**src/rtl/yedge_driver_pkg.sv**
```systemverilog
// Shared dual-rail encodings and FSM state type for the top-edge driver of a
// Morphle Logic yellow-cell array.
package yedge_driver_pkg;

  localparam logic [1:0] Vempty = 2'b00;
  localparam logic [1:0] V0     = 2'b01;
  localparam logic [1:0] V1     = 2'b10;
  localparam logic [1:0] Vill   = 2'b11;

  typedef enum logic [1:0] {
    StIdle,
    StDrive,
    StCapture,
    StRelease
  } state_e;

  function automatic logic [1:0] encode_bit(input logic b);
    return b ? V1 : V0;
  endfunction

endpackage

```
**src/rtl/yedge_sync.sv**
```systemverilog
// Multi-stage synchronizer for asynchronous back-channel bits, plus a flag that
// is set when two consecutive synchronized samples are identical.
module yedge_sync #(
  parameter int unsigned Width  = 2,
  parameter int unsigned Stages = 2
) (
  input  logic             clk_i,
  input  logic             reset_i,
  input  logic [Width-1:0] d_i,
  output logic [Width-1:0] q_o,
  output logic             stable_o
);

  logic [Width-1:0] sync_q [Stages];
  logic [Width-1:0] prev_q;

  always_ff @(posedge clk_i or posedge reset_i) begin
    if (reset_i) begin
      for (int unsigned s = 0; s < Stages; s++) begin
        sync_q[s] <= '0;
      end
      prev_q <= '0;
    end else begin
      sync_q[0] <= d_i;
      for (int unsigned s = 1; s < Stages; s++) begin
        sync_q[s] <= sync_q[s-1];
      end
      prev_q <= sync_q[Stages-1];
    end
  end

  assign q_o = sync_q[Stages-1];
  // Rails of one pair may skew; only trust a value seen twice in a row.
  assign stable_o = (sync_q[Stages-1] == prev_q);

endmodule

```
**src/rtl/yedge_driver.sv**
```systemverilog
// Clocked "red cell" column driver: injects a word as dual-rail pairs into the
// top edge of the array, collects the results, then returns to empty (4-phase).
module yedge_driver
  import yedge_driver_pkg::*;
#(
  parameter int unsigned N           = 8,
  parameter int unsigned SYNC_STAGES = 2,
  parameter int unsigned TMO_W       = 16
) (
  input  logic           clk,
  input  logic           reset,
  input  logic           tx_valid,
  output logic           tx_ready,
  input  logic [N-1:0]   tx_data,
  output logic           rx_valid,
  output logic [N-1:0]   rx_data,
  output logic           rx_err,
  output logic [N-1:0]   arr_uempty,
  output logic [2*N-1:0] arr_uin,
  input  logic [2*N-1:0] arr_uout
);

  state_e state_q, state_d;
  logic [2*N-1:0] uin_q, uin_d;
  logic [TMO_W-1:0] wdog_q, wdog_d;
  logic err_q, err_d;
  logic rx_valid_q, rx_valid_d;
  logic [N-1:0] rx_data_q, rx_data_d;
  logic rx_err_q, rx_err_d;

  logic [2*N-1:0] s_uout;
  logic s_stable;
  logic all_full, all_empty, any_ill;
  logic [N-1:0] s_hi;
  logic [1:0] pair;
  logic wdog_max;

  yedge_sync #(
    .Width (2*N),
    .Stages(SYNC_STAGES)
  ) u_sync (
    .clk_i   (clk),
    .reset_i (reset),
    .d_i     (arr_uout),
    .q_o     (s_uout),
    .stable_o(s_stable)
  );

  always_comb begin
    all_full  = 1'b1;
    all_empty = 1'b1;
    any_ill   = 1'b0;
    s_hi      = '0;
    pair      = Vempty;
    for (int unsigned i = 0; i < N; i++) begin
      pair = s_uout[2*i +: 2];
      if (pair == Vempty) all_full  = 1'b0;
      else                all_empty = 1'b0;
      if (pair == Vill)   any_ill   = 1'b1;
      s_hi[i] = pair[1];
    end
  end

  assign wdog_max = &wdog_q;
  // Never accept while the array still reports anything on its back pairs.
  assign tx_ready = (state_q == StIdle) && s_stable && all_empty;

  always_comb begin
    state_d    = state_q;
    uin_d      = uin_q;
    wdog_d     = wdog_q;
    err_d      = err_q;
    rx_valid_d = 1'b0;
    rx_data_d  = rx_data_q;
    rx_err_d   = rx_err_q;

    unique case (state_q)
      StIdle: begin
        if (tx_valid && tx_ready) begin
          for (int unsigned i = 0; i < N; i++) begin
            uin_d[2*i +: 2] = encode_bit(tx_data[i]);
          end
          wdog_d  = '0;
          err_d   = 1'b0;
          state_d = StDrive;
        end
      end
      StDrive: begin
        wdog_d = wdog_q + 1'b1;
        if (s_stable && any_ill) err_d = 1'b1;
        if (s_stable && all_full) begin
          rx_valid_d = 1'b1;
          rx_data_d  = s_hi;
          rx_err_d   = err_q | any_ill;
          state_d    = StCapture;
        end else if (wdog_max) begin
          rx_valid_d = 1'b1;
          rx_data_d  = s_hi;
          rx_err_d   = 1'b1;
          err_d      = 1'b1;
          state_d    = StCapture;
        end
      end
      StCapture: begin
        uin_d   = '0;
        wdog_d  = '0;
        state_d = StRelease;
      end
      StRelease: begin
        wdog_d = wdog_q + 1'b1;
        if (s_stable && all_empty) begin
          wdog_d  = '0;
          err_d   = 1'b0;
          state_d = StIdle;
        end else if (wdog_max) begin
          // Drain timeout: report with a second, data-less error pulse.
          wdog_d     = '0;
          err_d      = 1'b0;
          rx_valid_d = 1'b1;
          rx_data_d  = '0;
          rx_err_d   = 1'b1;
          state_d    = StIdle;
        end
      end
      default: state_d = StIdle;
    endcase
  end

  always_ff @(posedge clk or posedge reset) begin
    if (reset) begin
      state_q    <= StIdle;
      uin_q      <= '0;
      wdog_q     <= '0;
      err_q      <= 1'b0;
      rx_valid_q <= 1'b0;
      rx_data_q  <= '0;
      rx_err_q   <= 1'b0;
    end else begin
      state_q    <= state_d;
      uin_q      <= uin_d;
      wdog_q     <= wdog_d;
      err_q      <= err_d;
      rx_valid_q <= rx_valid_d;
      rx_data_q  <= rx_data_d;
      rx_err_q   <= rx_err_d;
    end
  end

  assign arr_uin    = uin_q;
  assign arr_uempty = '0;
  assign rx_valid   = rx_valid_q;
  assign rx_data    = rx_data_q;
  assign rx_err     = rx_err_q;

endmodule
```
**config.mk**
```make
export PLATFORM = sky130hd
export DESIGN_NAME = yedge_driver
export DESIGN_NICKNAME = d
export VERILOG_FILES = /design/src/rtl/yedge_driver_pkg.sv /design/src/rtl/yedge_sync.sv /design/src/rtl/yedge_driver.sv
export SDC_FILE = /design/constraint.sdc
export NUM_CORES = 1
export LEC_CHECK = 0
export CORE_MARGIN = 2
export CORE_UTILIZATION = 38
export DETAILED_ROUTE_END_ITERATION = 10
export GPL_TIMING_DRIVEN = 1
export MAX_ROUTING_LAYER = met4
export PLACE_DENSITY_LB_ADDON = 0.1
export REMOVE_ABC_BUFFERS = 1
export SETUP_SLACK_MARGIN = 0.3
export SYNTH_ARGS = -nofsm -noshare
export SYNTH_HDL_FRONTEND = slang
export SYNTH_SLANG_ARGS = --single-unit
```
**constraint.sdc**
```tcl
create_clock -name clk -period 3.53 [get_ports clk]
set_input_delay 0.5295 -clock clk [delete_from_list [all_inputs] [get_ports clk]]
set_output_delay 0.5295 -clock clk [all_outputs]
set_load 0.005 [all_outputs]
```
==> results.cfg <==
[floorplanning]
fp.dieH_um = 105
coreArea_um2 = 9860
start_util_pct = 39.5
die_area_um2 = 11100
io_pins = 62
die_w_um = 105
fp-row-count = 36

[placed_design]
place_hpwl_um = 5060
portBuffers = 53
postPlaceCellArea_um2 = 4560
placedCellCount = 493
gp_congestion = 0.822

[clock_network]
clk_path_buf_depth = 2
post_cts_resized = 0
cts_hold_buf = 0
cts_max_level = 3
numCtsBuffers = 9
cts_post_setup_buffers_inserted = 0
insertion_delay_ns = 0.35
root_buffer = clkbuf_8
cts.clk_slew.worst_paths_ns = 0.10
clock_sinks = 93
cts_tree = yes

[final_layout]
final_nets = 403
layout_common_cells = 93 x dfrtp_1, 53 x clkdlybuf4s50_1, 27 x nand2_1
syn_to_final_growth_pct = 22.2
n_antenna_cell = 0
fin_area_um2 = 4770
final_cells = 509
drive_gt1_share_pct = 12.2
final_common_cell = dfrtp_1

[power_and_ir_drop]
ir_worst_vdd_uv = 234
leakagePower_nw = 1.98
power_density_nw_per_um2 = 500

[critical_path]
critical_path.startpoint_type = register
critical_path.top_delay_family = simple AND/OR/NAND/NOR gates
crit_path_top_delay_cell = clkdlybuf4s50_1
path_class = register to output port
cp_cell_sequence = xor2_1 > nor4_2 > and4_4 > and3_1 > clkdlybuf4s50_1
worst_ep_required_time_ns = 3.00
cp-end-kind = output port
worst-path-max-fanout = 6
cp.arrival_ns = 2.39
cpPeakStageDelay_ns = 0.50
crit_buf_inv = 1

[routing]
drt_wl_total_um = 7350
wl_per_cell_um = 14.4
dr_total_vias = 2556
drt_first_pass_iters = 4
vias_per_cell = 5.02
drc_errors = 0
route.antenna.remaining_nets = 0
dr.first_iter.drc_count = 98

[synth]
synth_top_family_by_area = compound AO/OA/AOI/OAI gates
synth_cell_types = 50
synth_xor_area_share_pct = 3.59
async_flop_share_pct = 100
ys_seq_area_share_pct = 59.7
synth-adder-area-share_pct = 1.60
ys.flop_type = dfrtp_1
synth_edf_count = 0
ys_ff_latch = 93
avgSynthCellArea_um2 = 12.5
muxShareOfSynthArea_pct = 3.88
synth-simple-area-share_pct = 12.9
netlist_area_um2 = 3900
ys_warn_count = 0
synth_cells = 312
synth_compound_area_share_pct = 14.5

[timing]
slew_headroom_pct = 45.3
tightest_slew_ns = 0.818
hold_violations = 0
fin_crit_sh_pct = 82.7
setup_viol = 0
fin_skew_ns = 0.00640
rsz0062_at_grt = false
tns_ns = 0
finalCriticalPeriod_ns = 2.92
finalMaxSlewViolations = 0
max_freq_mhz = 343

[global_route]
grt_pass1_vias = 2484
grt_util_met2_pct = 20.1
grt-ovfl-total = 0
use_met3_pct = 3.65
grt_util_met1_pct = 20.7
top_usage_layer = met1
grt_first_pass_wirelength_um = 12500
grt_max_degree = 94
antenna_found_initial = 0
grt_usage_pct = 14.4

[hold_path]
hp-class = register to register

[job]
cap_violations = 0

[outcome]
status = complete, no violations
-- stage by stage --
step / hold slack (ns) / setup slack, ns / power (mW) / util, %
finish: 0.357 / 0.612 / 2.38 / 48.3
CTS: 0.360 / 0.555 / 2.42 / 48.3
global placement: 0.331 / 0.969 / 1.71 / 46.2
floorplan: 0.331 / 0.580 / 1.53 / -
global route: 0.365 / 0.479 / 2.53 / 48.3
detailed placement: 0.335 / 0.978 / 1.72 / 46.2
-- final timing paths --
| kind | slack (ns) | start | depth (start not counted) | to |
|---|---|---|---|---|
| min in group asynchronous | 0.60 | reset | 3 | u_sync.sync_q[17]$_DFF_PP0_ |
| worst min register to register | 0.36 | u_sync.sync_q[17]$_DFF_PP0_ | 0 | u_sync.q_o[1]$_DFF_PP0_ |
| worst max-delay path | 0.61 | u_sync.q_o[15]$_DFF_PP0_ | 5 | tx_ready |
| worst max register to register | 1.00 | u_sync.q_o[15]$_DFF_PP0_ | 6 | state_q[1]$_DFFE_PP0P_ |
| max in group asynchronous | 2.58 | reset | 3 | wdog_q[11]$_DFFE_PP0P_ |
| worst min-delay path | 0.36 | u_sync.sync_q[17]$_DFF_PP0_ | 0 | u_sync.q_o[1]$_DFF_PP0_ |
-- power breakdown --
| part | total [mW] | switching (mW) | internal [mW] |
|---|---|---|---|
| Sequential | 1.17 | 0.0512 | 1.12 |
| Combinational | 0.517 | 0.344 | 0.173 |
| Clock | 0.695 | 0.414 | 0.281 |
| Total | 2.38 | 0.809 | 1.57 |
-- layer usage --
layer / wire (um) / share of wire, %
met5: 0 / 0
met4: 51 / 0.69
met3: 365 / 5.0
met2: 3270 / 45
met1: 3660 / 50
-- kinds of logic (layout without fill, tap and decap cells) --
group | Yosys count | in the layout
flops | 93 | 93
simple gates | 89 | 89
compound gates | 70 | 70
buf+inv | 27 | 84
xor+xnor | 16 | 16
mux | 11 | 11
fa+ha+maj | 5 | 5
other cells | 1 | 8
-- Yosys cell counts (all sizes together), types with 3 or more instances --
cell | number | area [um2]
nand2 | 27 | 101
buf | 11 | 87.6
nor2 | 10 | 37.5
clkbuf | 5 | 18.8
nand4 | 5 | 43.8
inv | 11 | 41.3
nor4 | 10 | 87.6
and2 | 4 | 25.0
nand3 | 8 | 40.0
xor2 | 16 | 140
o2bb2ai | 8 | 70.1
a21oi | 4 | 23.8
a22o | 9 | 78.8
dfrtp | 93 | 2330
or2 | 4 | 25.0
o21ai | 9 | 45.0
a211oi | 3 | 32.5
o211ai | 16 | 120
nor2b | 10 | 62.6
mux2 | 9 | 131
ha | 5 | 62.6
o221ai | 5 | 43.8
or3 | 3 | 18.8
o22ai | 7 | 57.6
and4 | 3 | 28.8
-- registers in the layout (all words and copies together) (netlist names) --
name / flops
rx_err: 1
state_q: 2
u_sync.prev_q: 16
u_sync.sync_q: 16
wdog_q: 16
rx_valid: 1
u_sync.q_o: 16
rx_data: 8
arr_uin: 16
err_q: 1
-- cell type report --
| type | instances | area, um2 |
|---|---|---|
| Multi-Input combinational cell | 199 | 1450 |
| Fill cell | 876 | 5100 |
| Sequential cell | 93 | 2330 |
| Clock buffer | 9 | 124 |
| Tap cell | 133 | 166 |
| Inverter | 11 | 42.5 |
| Clock inverter | 7 | 80.1 |
| Timing Repair Buffer | 57 | 573 |
-- worst register-to-register path: stages (launching register included) --
cell and delay, ns:
dfrtp_1 0.48, xor2_1 0.18, nor4_2 0.35, and4_4 0.33, a31oi_2 0.33, a211oi_2 0.39
mux2_1 0.35
Power figures use the tool's default switching activity.
